`src/rtl/rv32i_pkg.sv`:
```
// rv32i_pkg: shared datapath width, ALU and multiply/divide opcode types
package rv32i_pkg;
  localparam int DPW = 32;
  typedef enum logic [3:0] {
    ALU_ADD, ALU_SUB, ALU_SLL, ALU_SLT, ALU_SLTU,
    ALU_XOR, ALU_SRL, ALU_SRA, ALU_OR, ALU_AND
  } alu_op_t;
  typedef enum logic [2:0] {
    MUL, MULH, MULHSU, MULHU, DIV, DIVU, REM, REMU
  } md_op_t;
  function automatic logic md_is_div(md_op_t op);
    return op inside {DIV, DIVU, REM, REMU};
  endfunction
  function automatic logic md_signed_a(md_op_t op);
    return op inside {MULH, MULHSU, DIV, REM};
  endfunction
  function automatic logic md_signed_b(md_op_t op);
    return op inside {MULH, DIV, REM};
  endfunction
endpackage

```
`src/rtl/muldiv_core.sv`:
```
// muldiv_core: one radix-2 step of shift-add multiply or restoring divide
module muldiv_core #(
  parameter int DPW = 32
) (
  input  logic           div_i,
  input  logic [DPW-1:0] hi_i,
  input  logic [DPW-1:0] lo_i,
  input  logic [DPW-1:0] m_i,
  output logic [DPW-1:0] hi_o,
  output logic [DPW-1:0] lo_o
);
  logic [DPW:0]   sum;
  logic [DPW:0]   rem_sh;
  logic [DPW-1:0] diff;
  logic           ge;
  // multiply: {hi,lo} holds partial product over the multiplier; divide: hi is the remainder, lo shifts dividend out and quotient in
  always_comb begin
    sum = {1'b0, hi_i} + (lo_i[0] ? {1'b0, m_i} : '0);
    rem_sh = {hi_i, lo_i[DPW-1]};
    ge = rem_sh >= {1'b0, m_i};
    diff = rem_sh[DPW-1:0] - m_i;
    hi_o = div_i ? (ge ? diff : rem_sh[DPW-1:0]) : sum[DPW:1];
    lo_o = div_i ? {lo_i[DPW-2:0], ge} : {sum[0], lo_i[DPW-1:1]};
  end
endmodule

```
`src/rtl/muldiv_unit.sv`:
```
// muldiv_unit: iterative RV32M multiply/divide with valid/ready handshake
module muldiv_unit
  import rv32i_pkg::*;
#(
  parameter int DPW = rv32i_pkg::DPW
) (
  input  logic           clk,
  input  logic           arst,
  input  logic           flush,
  input  logic           in_valid,
  output logic           in_ready,
  input  logic [DPW-1:0] opr_a,
  input  logic [DPW-1:0] opr_b,
  input  md_op_t         opcode,
  output logic           out_valid,
  input  logic           out_ready,
  output logic [DPW-1:0] res,
  output logic           busy
);
  localparam int CW = $clog2(DPW);
  localparam logic [DPW-1:0] MIN = {1'b1, {(DPW-1){1'b0}}};
  typedef enum logic [1:0] {IDLE, CALC, DONE} state_t;
  state_t         state_q;
  md_op_t         op_q;
  logic           sa_q, sb_q;
  logic [DPW-1:0] hi_q, lo_q, m_q, res_q;
  logic [CW-1:0]  cnt_q;
  logic           in_div, sa_in, sb_in, div0, ovf, byp;
  logic [DPW-1:0] mag_a, mag_b, byp_res;
  logic [DPW-1:0] hi_d, lo_d, quo, rem, fix_res;
  logic [2*DPW-1:0] prod;
  muldiv_core #(.DPW(DPW)) u_core (
    .div_i (md_is_div(op_q)),
    .hi_i  (hi_q),
    .lo_i  (lo_q),
    .m_i   (m_q),
    .hi_o  (hi_d),
    .lo_o  (lo_d)
  );
  // request decode: operand magnitudes and the divide corner cases that skip iteration
  always_comb begin
    in_div = md_is_div(opcode);
    sa_in = opr_a[DPW-1] & md_signed_a(opcode);
    sb_in = opr_b[DPW-1] & md_signed_b(opcode);
    mag_a = sa_in ? -opr_a : opr_a;
    mag_b = sb_in ? -opr_b : opr_b;
    div0 = in_div && opr_b == '0;
    ovf = (opcode == DIV || opcode == REM) && opr_a == MIN && opr_b == '1;
    byp = div0 | ovf;
    byp_res = div0 ? ((opcode == DIV || opcode == DIVU) ? '1 : opr_a) : (opcode == DIV ? MIN : '0);
  end
  // sign fix-up and result select on the final iteration's output
  always_comb begin
    prod = (sa_q ^ sb_q) ? -{hi_d, lo_d} : {hi_d, lo_d};
    quo = (sa_q ^ sb_q) ? -lo_d : lo_d;
    rem = sa_q ? -hi_d : hi_d;
    fix_res = op_q == MUL ? prod[DPW-1:0] :
              !md_is_div(op_q) ? prod[2*DPW-1:DPW] :
              (op_q == DIV || op_q == DIVU) ? quo : rem;
  end
  // control FSM with counter and datapath registers; flush wins over any handshake
  always_ff @(posedge clk or posedge arst)
    if (arst) begin
      state_q <= IDLE;
      op_q <= MUL;
      sa_q <= 1'b0;
      sb_q <= 1'b0;
      hi_q <= '0;
      lo_q <= '0;
      m_q <= '0;
      cnt_q <= '0;
      res_q <= '0;
    end else if (flush) begin
      state_q <= IDLE;
      res_q <= '0;
    end else
      case (state_q)
        IDLE: if (in_valid) begin
          op_q <= opcode;
          sa_q <= sa_in;
          sb_q <= sb_in;
          hi_q <= '0;
          lo_q <= in_div ? mag_a : mag_b;
          m_q <= in_div ? mag_b : mag_a;
          cnt_q <= CW'(DPW - 1);
          state_q <= byp ? DONE : CALC;
          if (byp) res_q <= byp_res;
        end
        CALC: begin
          hi_q <= hi_d;
          lo_q <= lo_d;
          cnt_q <= cnt_q - 1'b1;
          if (cnt_q == '0) begin
            state_q <= DONE;
            res_q <= fix_res;
          end
        end
        DONE: if (out_ready) state_q <= IDLE;
        default: state_q <= IDLE;
      endcase
  assign in_ready = state_q == IDLE && !flush;
  assign out_valid = state_q == DONE;
  assign busy = state_q != IDLE;
  assign res = res_q;
endmodule
```
`config.mk`:
```
export PLATFORM = sky130hd
export DESIGN_NAME = muldiv_unit
export DESIGN_NICKNAME = d
export VERILOG_FILES = /design/src/rtl/rv32i_pkg.sv /design/src/rtl/muldiv_core.sv /design/src/rtl/muldiv_unit.sv
export SDC_FILE = /design/constraint.sdc
export NUM_CORES = 1
export LEC_CHECK = 0
export CAP_MARGIN = 40
export CELL_PAD_IN_SITES_DETAIL_PLACEMENT = 0
export CELL_PAD_IN_SITES_GLOBAL_PLACEMENT = 2
export CORE_MARGIN = 2
export CORE_UTILIZATION = 36
export CTS_BUF_LIST = sky130_fd_sc_hd__clkbuf_4
export DETAILED_ROUTE_END_ITERATION = 6
export PLACE_DENSITY_LB_ADDON = 0.1
export SKIP_CTS_REPAIR_TIMING = 1
export SLEW_MARGIN = 20
export SYNTH_ARGS = -nofsm -noshare
export SYNTH_HDL_FRONTEND = slang
export SYNTH_SLANG_ARGS = --single-unit
```
`constraint.sdc`:
```
create_clock -name clk -period 5.2 [get_ports clk]
set_clock_uncertainty 0.05 [all_clocks]
set_input_delay 0.78 -clock clk [delete_from_list [all_inputs] [get_ports clk]]
set_output_delay 0.78 -clock clk [all_outputs]
set_load 0.02 [all_outputs]
```
Word-level counts from Yosys, hierarchy flattened --
Cells that the tools add are included.
Storage, ports and cells: register bits 140, input port bits 72, output and inout bits 35, logic and storage cells 99
Cells by class: $add $sub $neg 8, order comparisons 1, eq/ne operators 19, multiplexer cells 34, bitwise logic cells 5, reductions and logical operators 23
Operators by type and width (number):
- two-way mux 32 bit | 22
- one-hot mux 32 bit (2 select lines) | 3
- negator 32 bit | 4
- == test 32 bit, second input constant | 2
- two-way mux 64 bit | 1
- negator 64 bit | 1
- adder 32 x 33 -> 33 bit | 1
- greater-or-equal comparator 33 x 32 -> 1 bit | 1
- logical NOT 32 bit | 1
- subtractor 32 bit | 1
- == test 3 bit, second input constant | 8
- nonzero test 4 bit | 3
- two-way mux 2 bit | 5
- one-hot mux 5 bit (2 select lines) | 1
- != test 3 bit, second input constant | 3
- AND reduction 3 bit | 3
- one-hot mux 2 bit (3 select lines) | 1
- nonzero test 3 bit | 2
- logical NOT 5 bit | 1
- two-way mux 5 bit | 1
- subtractor 5 x 1 -> 5 bit, second input constant | 1
- logical AND 1 bit | 4
- AND reduction 4 bit | 1
- nonzero test 2 bit | 2
- 14 further kinds | 17

Logic depth before layout (Yosys ltp) --
word-level depth 11, mapped depth 24, mapped depth without buffers 20

By module --
Synthesis repeated with hierarchy kept, for this count alone.
Unflattened totals: cell total of the unflattened synthesis 2047, area, all modules 15237.1 sq um
Modules (own cells, without submodules):
- muldiv_unit | instances 1, cells an instance 1368, area each 10608.9 sq um, seq. area each 3503.4 sq um
- muldiv_core | instances 1, cells an instance 679, area each 4628.2 sq um, seq. area each 0.0 sq um

Worst setup path after synthesis --
No wires, ideal clock.
path kind register to register, start point register lo_q[0], end point register res_q[26], in the netlist res[26], library setup time 0.065 ns, arrival 4.207 ns, required time 5.085 ns, setup slack 0.878 ns, cell stages (with the launch flop) 19, path buffers 1, period minus slack after synthesis 4.322 ns, cell sequence dfrtp_1 > clkbuf_1 > and2_1 > ha_1 > inv_1 > fa_1 > nand2b_1 > a21o_1 > a211o_1 > and2_1 > xor2_1 > nor2_1 > a311oi_2 > nor3b_4 > nand4_4 > o31a_1 > xnor2_1 > a211oi_1 > o221a_2
On the way: longest elaborated chain between the ends 11, elaborated cells between the ends (all ways) 16, those cells by class 4 x add/sub; 12 x mux
RTL lines:
- start, declared | line muldiv_unit.sv:26 | logic [DPW-1:0] hi_q, lo_q, m_q, res_q;
- start signal, assigned | line muldiv_unit.sv:83 | lo_q <= in_div ? mag_a : mag_b;
- start signal, assigned | line muldiv_unit.sv:91 | lo_q <= lo_d;
- two-way mux 32 bit | line muldiv_core.sv:18 | sum = {1'b0, hi_i} + (lo_i[0] ? {1'b0, m_i} : '0);
- adder 32 x 33 -> 33 bit | line muldiv_core.sv:18
- two-way mux 32 bit | line muldiv_core.sv:22 | hi_o = div_i ? (ge ? diff : rem_sh[DPW-1:0]) : sum[DPW:1];
- negator 32 bit | line muldiv_unit.sv:56 | rem = sa_q ? -hi_d : hi_d;
- two-way mux 32 bit | line muldiv_unit.sv:56
- two-way mux 32 bit | line muldiv_unit.sv:59 | (op_q == DIV || op_q == DIVU) ? quo : rem;
- two-way mux 32 bit | line muldiv_unit.sv:58 | !md_is_div(op_q) ? prod[2*DPW-1:DPW] :
- two-way mux 32 bit * | line muldiv_unit.sv:57 | fix_res = op_q == MUL ? prod[DPW-1:0] :
- two-way mux 32 bit * | line muldiv_unit.sv:93 | if (cnt_q == '0) begin
- one-hot mux 32 bit (2 select lines) * | line muldiv_unit.sv:77 | case (state_q)
- two-way mux 32 bit * | line muldiv_unit.sv:73 | end else if (flush) begin
- end signal, assigned | line muldiv_unit.sv:87 | if (byp) res_q <= byp_res;
- end signal, assigned | line muldiv_unit.sv:95 | res_q <= fix_res;
- end, declared | line muldiv_unit.sv:26
Every way passes the cells marked *; elsewhere a longest branch is shown, timed or not. The select of a mux whose other input is x is not followed. A chain may end at the register's enable or synchronous reset.

Final worst setup path --
start point register lo_q[31], end point register res_q[26], in the netlist res[26]
On the way: longest elaborated chain between the ends 11, elaborated cells between the ends (all ways) 17, those cells by class 4 x add/sub; 1 x order compare; 12 x mux
RTL lines (line):
- subtractor 32 bit / greater-or-equal comparator 33 x 32 -> 1 bit (equally long branches) | muldiv_core.sv:21, muldiv_core.sv:20
- two-way mux 32 bit (2 in series) | muldiv_core.sv:22
- negator 32 bit | muldiv_unit.sv:56
- two-way mux 32 bit | muldiv_unit.sv:56
- two-way mux 32 bit | muldiv_unit.sv:59
- two-way mux 32 bit | muldiv_unit.sv:58
- two-way mux 32 bit * | muldiv_unit.sv:57
- two-way mux 32 bit * | muldiv_unit.sv:93
- one-hot mux 32 bit (2 select lines) * | muldiv_unit.sv:77
- two-way mux 32 bit * | muldiv_unit.sv:73
Marks and branches as above.

==> metrics list <==
- Setup repair after global routing could not meet its margin everywhere.
- Net count of the mapped netlist: 2373
- End of the worst register-to-register path: res[26]$_DFFE_PP0P_
- TritonCTS clock tree: yes
- 107 I/O pins were placed.
- Die area: 46690 µm²
- Library cell occupying the most area in the post-synthesis netlist: sky130_fd_sc_hd__dfrtp_1
- RD Place Congestion: 0.9400
- Buffer depth of the longest clock path: 2
- Count of mapped cells out of synthesis: 2229
* Warning count from the yosys run: 0
* Slew Viols, Final: 0
* Internal Power: 0.004560 W
* Pin count of the biggest net entering global routing: 81
- The final route contains 18.67k vias.
- Finish-stage setup viols: 0
- Count of H-tree levels built during CTS: 4
* Worst voltage drop across the vdd grid: 0.0001864 V
* Leakage power summed over all cells: 8.518 nW
- Clk slew on worst S/H paths: 0.15 ns
* CP startpoint kind: flip-flop
* Worst setup path category: flip-flop to flip-flop
- Top-area cell type share of the netlist area: 21.63%
- Once routing completed, OpenROAD measured the worst setup slack at 0.1337 ns.
- Insertion delay to the later sink of the worst-skew pair: 0.82 ns
- For this run, the total global-route usage over all layers was measured as 35.14%.
- Net switching fraction of the power: 54.28%
- Sinks on the clock net: 140
* Status: finished clean
* TritonRoute pass-1 iters: 5
* Ratio of final minimum period to clock period: 97.43%
- Power per Cell Area: 499.4 nW/µm²
* Async S/R FF share, synth: 100.0%
- In this run the tightest slew margin relative to its limit is 42.26%.
* Via count of the first global-routing pass: 18.02k
- Clock tree synthesis selected as its root buffer the cell sky130_fd_sc_hd__clkbuf_4.
- Number of nets at the end of the flow: 2633
* Total grt overflow: 0
- In this run the horizontal extent of the chip is 216.1 µm.
- Initial core utilization: 36.54%
- Element type at the critical path end: flip-flop
- Detail-routed net length per standard cell: 26.58 µm
- Synthesized cell area: 16190 µm²
- Number of hold violations in the final report: 0
- I/O Buffers: 106
- Drt via density: 6.020
- DRC errors left: 0
- Time the final worst path needs with I/O delays and setup: 5.066 ns
- Fill cells in the final layout number 4719.
* Cell row count: 77
* Proportion of power drawn by combinational gates: 75.3%
- Reg-to-reg startpoint: lo_q[31]$_DFFE_PP0P_
- Placeable core area: 44320 µm²
- After synthesis the netlist holds a flip-flop and latch count of 140.
- Power spent charging and discharging nets: 0.005413 W
- Num CTS Buffers: 17
- Max-cap violations in this run came to 0.
- The worst hold path belongs to the class input pin to asynchronous set/reset pin.
* Cell types occupying the most area after synthesis: sky130_fd_sc_hd__dfrtp_1, sky130_fd_sc_hd__o21ai_0, sky130_fd_sc_hd__nand2_1, sky130_fd_sc_hd__a21oi_1, sky130_fd_sc_hd__xnor2_1
* Most frequently used flop master after synthesis: sky130_fd_sc_hd__dfrtp_1
* Endpoint required time on the critical path: 5.86 ns
* Max Fanout on Critical Path: 10
- Area Growth Syn to Fin: 23.32%
* Average footprint of a synthesized cell: 7.265 µm²
* Worst reg-to-reg setup slack: 0.13 ns
- Summed over all failing endpoints, the final setup total negative slack is 0 ns.
* Data arrival at the endpoint of the critical path: 5.72 ns
- Proportion of synthesized chip area in sequential cells: 21.63%
- Die height: 216.1 µm
- Based on the critical path, the design can be clocked at up to 0.1974 GHz.
* Antenna violations before repair: 8
* Number of different library cells in the post-synthesis netlist: 93
* Placed wire-length estimate after detailed placement: 67.04 mm
- Layout cell share with drive strength beyond 1: 14.87%
- Reg power frac: 16.8%
* Worst slack at placement: -0.04495 ns
- The clock network burns 8.0% of the power.
- Once detail routing completed, the nets flagged for antenna violations numbered 0.
- Global-route wire length before repair: 121.2 mm
* Total Wirelength: 82.42 mm
* Transition time of the tightest slew-check pin: 0.8571 ns
- Yosys mapped a number of flops with a built-in enable equal to 0.
- In this run, the number of DRC markers left after iteration 0 of detailed routing was 1740.
* Cell count of the worst reg-to-reg path: 16
## cells in the mapped netlist, types with 11 or more instances
cell and instances:
sky130_fd_sc_hd__nand2_1 256, sky130_fd_sc_hd__o21ai_0 229, sky130_fd_sc_hd__nor2_1 207, sky130_fd_sc_hd__a21oi_1 188, sky130_fd_sc_hd__dfrtp_1 140, sky130_fd_sc_hd__xnor2_1 104
sky130_fd_sc_hd__clkbuf_1 102, sky130_fd_sc_hd__xor2_1 89, sky130_fd_sc_hd__inv_1 78, sky130_fd_sc_hd__ha_1 70, sky130_fd_sc_hd__mux2i_1 59, sky130_fd_sc_hd__nand3_1 58
sky130_fd_sc_hd__nor3_1 58, sky130_fd_sc_hd__and2_1 46, sky130_fd_sc_hd__nand4_1 35, sky130_fd_sc_hd__a31oi_1 33, sky130_fd_sc_hd__a211oi_1 32, sky130_fd_sc_hd__a21o_1 28
sky130_fd_sc_hd__o211ai_1 28, sky130_fd_sc_hd__o221ai_1 27, sky130_fd_sc_hd__o31ai_1 22, sky130_fd_sc_hd__or3_1 21, sky130_fd_sc_hd__nor4_1 19, sky130_fd_sc_hd__o21a_1 19
sky130_fd_sc_hd__a211o_1 18, sky130_fd_sc_hd__nand2b_1 18, sky130_fd_sc_hd__buf_2 17, sky130_fd_sc_hd__nor2b_1 16, sky130_fd_sc_hd__a22o_1 15, sky130_fd_sc_hd__o22ai_1 14
sky130_fd_sc_hd__and3_1 12, sky130_fd_sc_hd__buf_1 12, sky130_fd_sc_hd__a221oi_1 11
## flip-flops by register name, indices dropped and copies added, names as in the netlist
register / cells
hi_q: 32
lo_q: 32
m_q: 32
res: 32
cnt_q: 5
op_q: 3
state_q: 2
sa_q: 1
sb_q: 1
## critical path, stage by stage, from the launching register on
cell and delay (ns):
sky130_fd_sc_hd__dfrtp_1 0.53, sky130_fd_sc_hd__inv_2 0.13, sky130_fd_sc_hd__ha_1 0.24, sky130_fd_sc_hd__nand2b_1 0.16, sky130_fd_sc_hd__a21oi_1 0.45, sky130_fd_sc_hd__o21ai_0 0.39
sky130_fd_sc_hd__buf_4 0.27, sky130_fd_sc_hd__o21ai_1 0.37, sky130_fd_sc_hd__o21ai_0 0.24, sky130_fd_sc_hd__xor2_1 0.33, sky130_fd_sc_hd__o211a_1 0.22, sky130_fd_sc_hd__and3b_1 0.26
sky130_fd_sc_hd__nand4_4 0.23, sky130_fd_sc_hd__o31a_1 0.37, sky130_fd_sc_hd__xnor2_1 0.32, sky130_fd_sc_hd__a211oi_1 0.13, sky130_fd_sc_hd__o221a_2 0.26
## worst max-delay path by stage
stage | startpoint | to | depth (start not counted)
finish | lo_q[31]$_DFFE_PP0P_ | res[26]$_DFFE_PP0P_ | 16
global route | lo_q[31]$_DFFE_PP0P_ | res[30]$_DFFE_PP0P_ | 18
CTS | lo_q[0]$_DFFE_PP0P_ | res[26]$_DFFE_PP0P_ | 18
detailed placement | opr_b[0] | res[21]$_DFFE_PP0P_ | 14
global placement | opr_b[0] | res[21]$_DFFE_PP0P_ | 14
floorplan | arst | cnt_q[0]$_DFFE_PP0P_ | 1
## logic make-up (layout without fill, tap and decap cells)
group	count (synthesis)	count (layout)	synth area share, %
and+or+nand+nor	790	790	23.28
AOI/OAI and AO/OA	751	751	29.52
buffers and inverters	219	492	5.471
xor gates and xnor gates	193	193	10.44
DFF	140	140	21.63
adders and majority gates	72	72	5.656
muxes	64	64	3.995
other	0	7	0
## area by class of cell
type / count / area, µm² / share of cell area, %
antenna: 7 / 17.52 / 0.08772
clock buffer: 17 / 127.6 / 0.6391
clock inverter: 15 / 137.6 / 0.6892
inverter: 79 / 301.5 / 1.510
multi-input combinational: 1870 / 11910 / 59.63
sequential: 140 / 3508 / 17.57
tap: 592 / 740.7 / 3.709
timing repair buffer: 381 / 3228 / 16.17
## metal layers
| metal | global-route usage (%) | vias to the layer above | share of wire, % |
|---|---|---|---|
| li1 | - | 8652 | - |
| met1 | 45.43 | 9064 | 42 |
| met2 | 56.82 | 765 | 46 |
| met3 | 5.782 | 184 | 6.1 |
| met4 | 17.37 | 2 | 5.4 |
| met5 | 0 | - | 0.016 |
## stage by stage
stage	utilization (%)	total power, W	cells	instance area [µm²]	hold slack [ns]
CTS	44.80	0.009837	3091	19850	0.4203
detailed placement	44.20	0.009009	3059	19590	0.4205
global route	45.05	0.01057	3099	19960	0.1683
floorplan	-	0.005649	2229	16190	0.4132
finish	45.06	0.009973	3101	19970	0.1967
global placement	44.11	0.009014	3055	19550	0.4125
## layout by cell type, fill, tap and decap left out, types with 21 or more instances in the layout
| master | n |
|---|---|
| sky130_fd_sc_hd__o211ai_1 | 28 |
| sky130_fd_sc_hd__nor3_1 | 56 |
| sky130_fd_sc_hd__nor2_1 | 205 |
| sky130_fd_sc_hd__nand3_1 | 58 |
| sky130_fd_sc_hd__nand4_1 | 35 |
| sky130_fd_sc_hd__inv_1 | 76 |
| sky130_fd_sc_hd__a31oi_1 | 31 |
| sky130_fd_sc_hd__o221ai_1 | 26 |
| sky130_fd_sc_hd__mux2i_1 | 59 |
| sky130_fd_sc_hd__or3_1 | 21 |
| sky130_fd_sc_hd__and2_1 | 46 |
| sky130_fd_sc_hd__ha_1 | 70 |
| sky130_fd_sc_hd__a21o_1 | 28 |
| sky130_fd_sc_hd__nand2_1 | 255 |
| sky130_fd_sc_hd__xor2_1 | 88 |
| sky130_fd_sc_hd__a211oi_1 | 30 |
| sky130_fd_sc_hd__a21oi_1 | 186 |
| sky130_fd_sc_hd__xnor2_1 | 104 |
| sky130_fd_sc_hd__buf_4 | 263 |
| sky130_fd_sc_hd__clkdlybuf4s50_1 | 105 |
| sky130_fd_sc_hd__o21ai_0 | 228 |
| sky130_fd_sc_hd__dfrtp_1 | 138 |
| sky130_fd_sc_hd__o31ai_1 | 21 |
## power groups by stage
stage	logic (W)	clock network [W]	registers, W
detailed placement	0.00732	0	0.00169
global placement	0.00733	0	0.00168
global route	0.00802	0.000850	0.00170
finish	0.00751	0.000796	0.00167
CTS	0.00737	0.000806	0.00166
floorplan	0.00407	0	0.00158
Note: power is estimated with default switching activity, not from simulation.
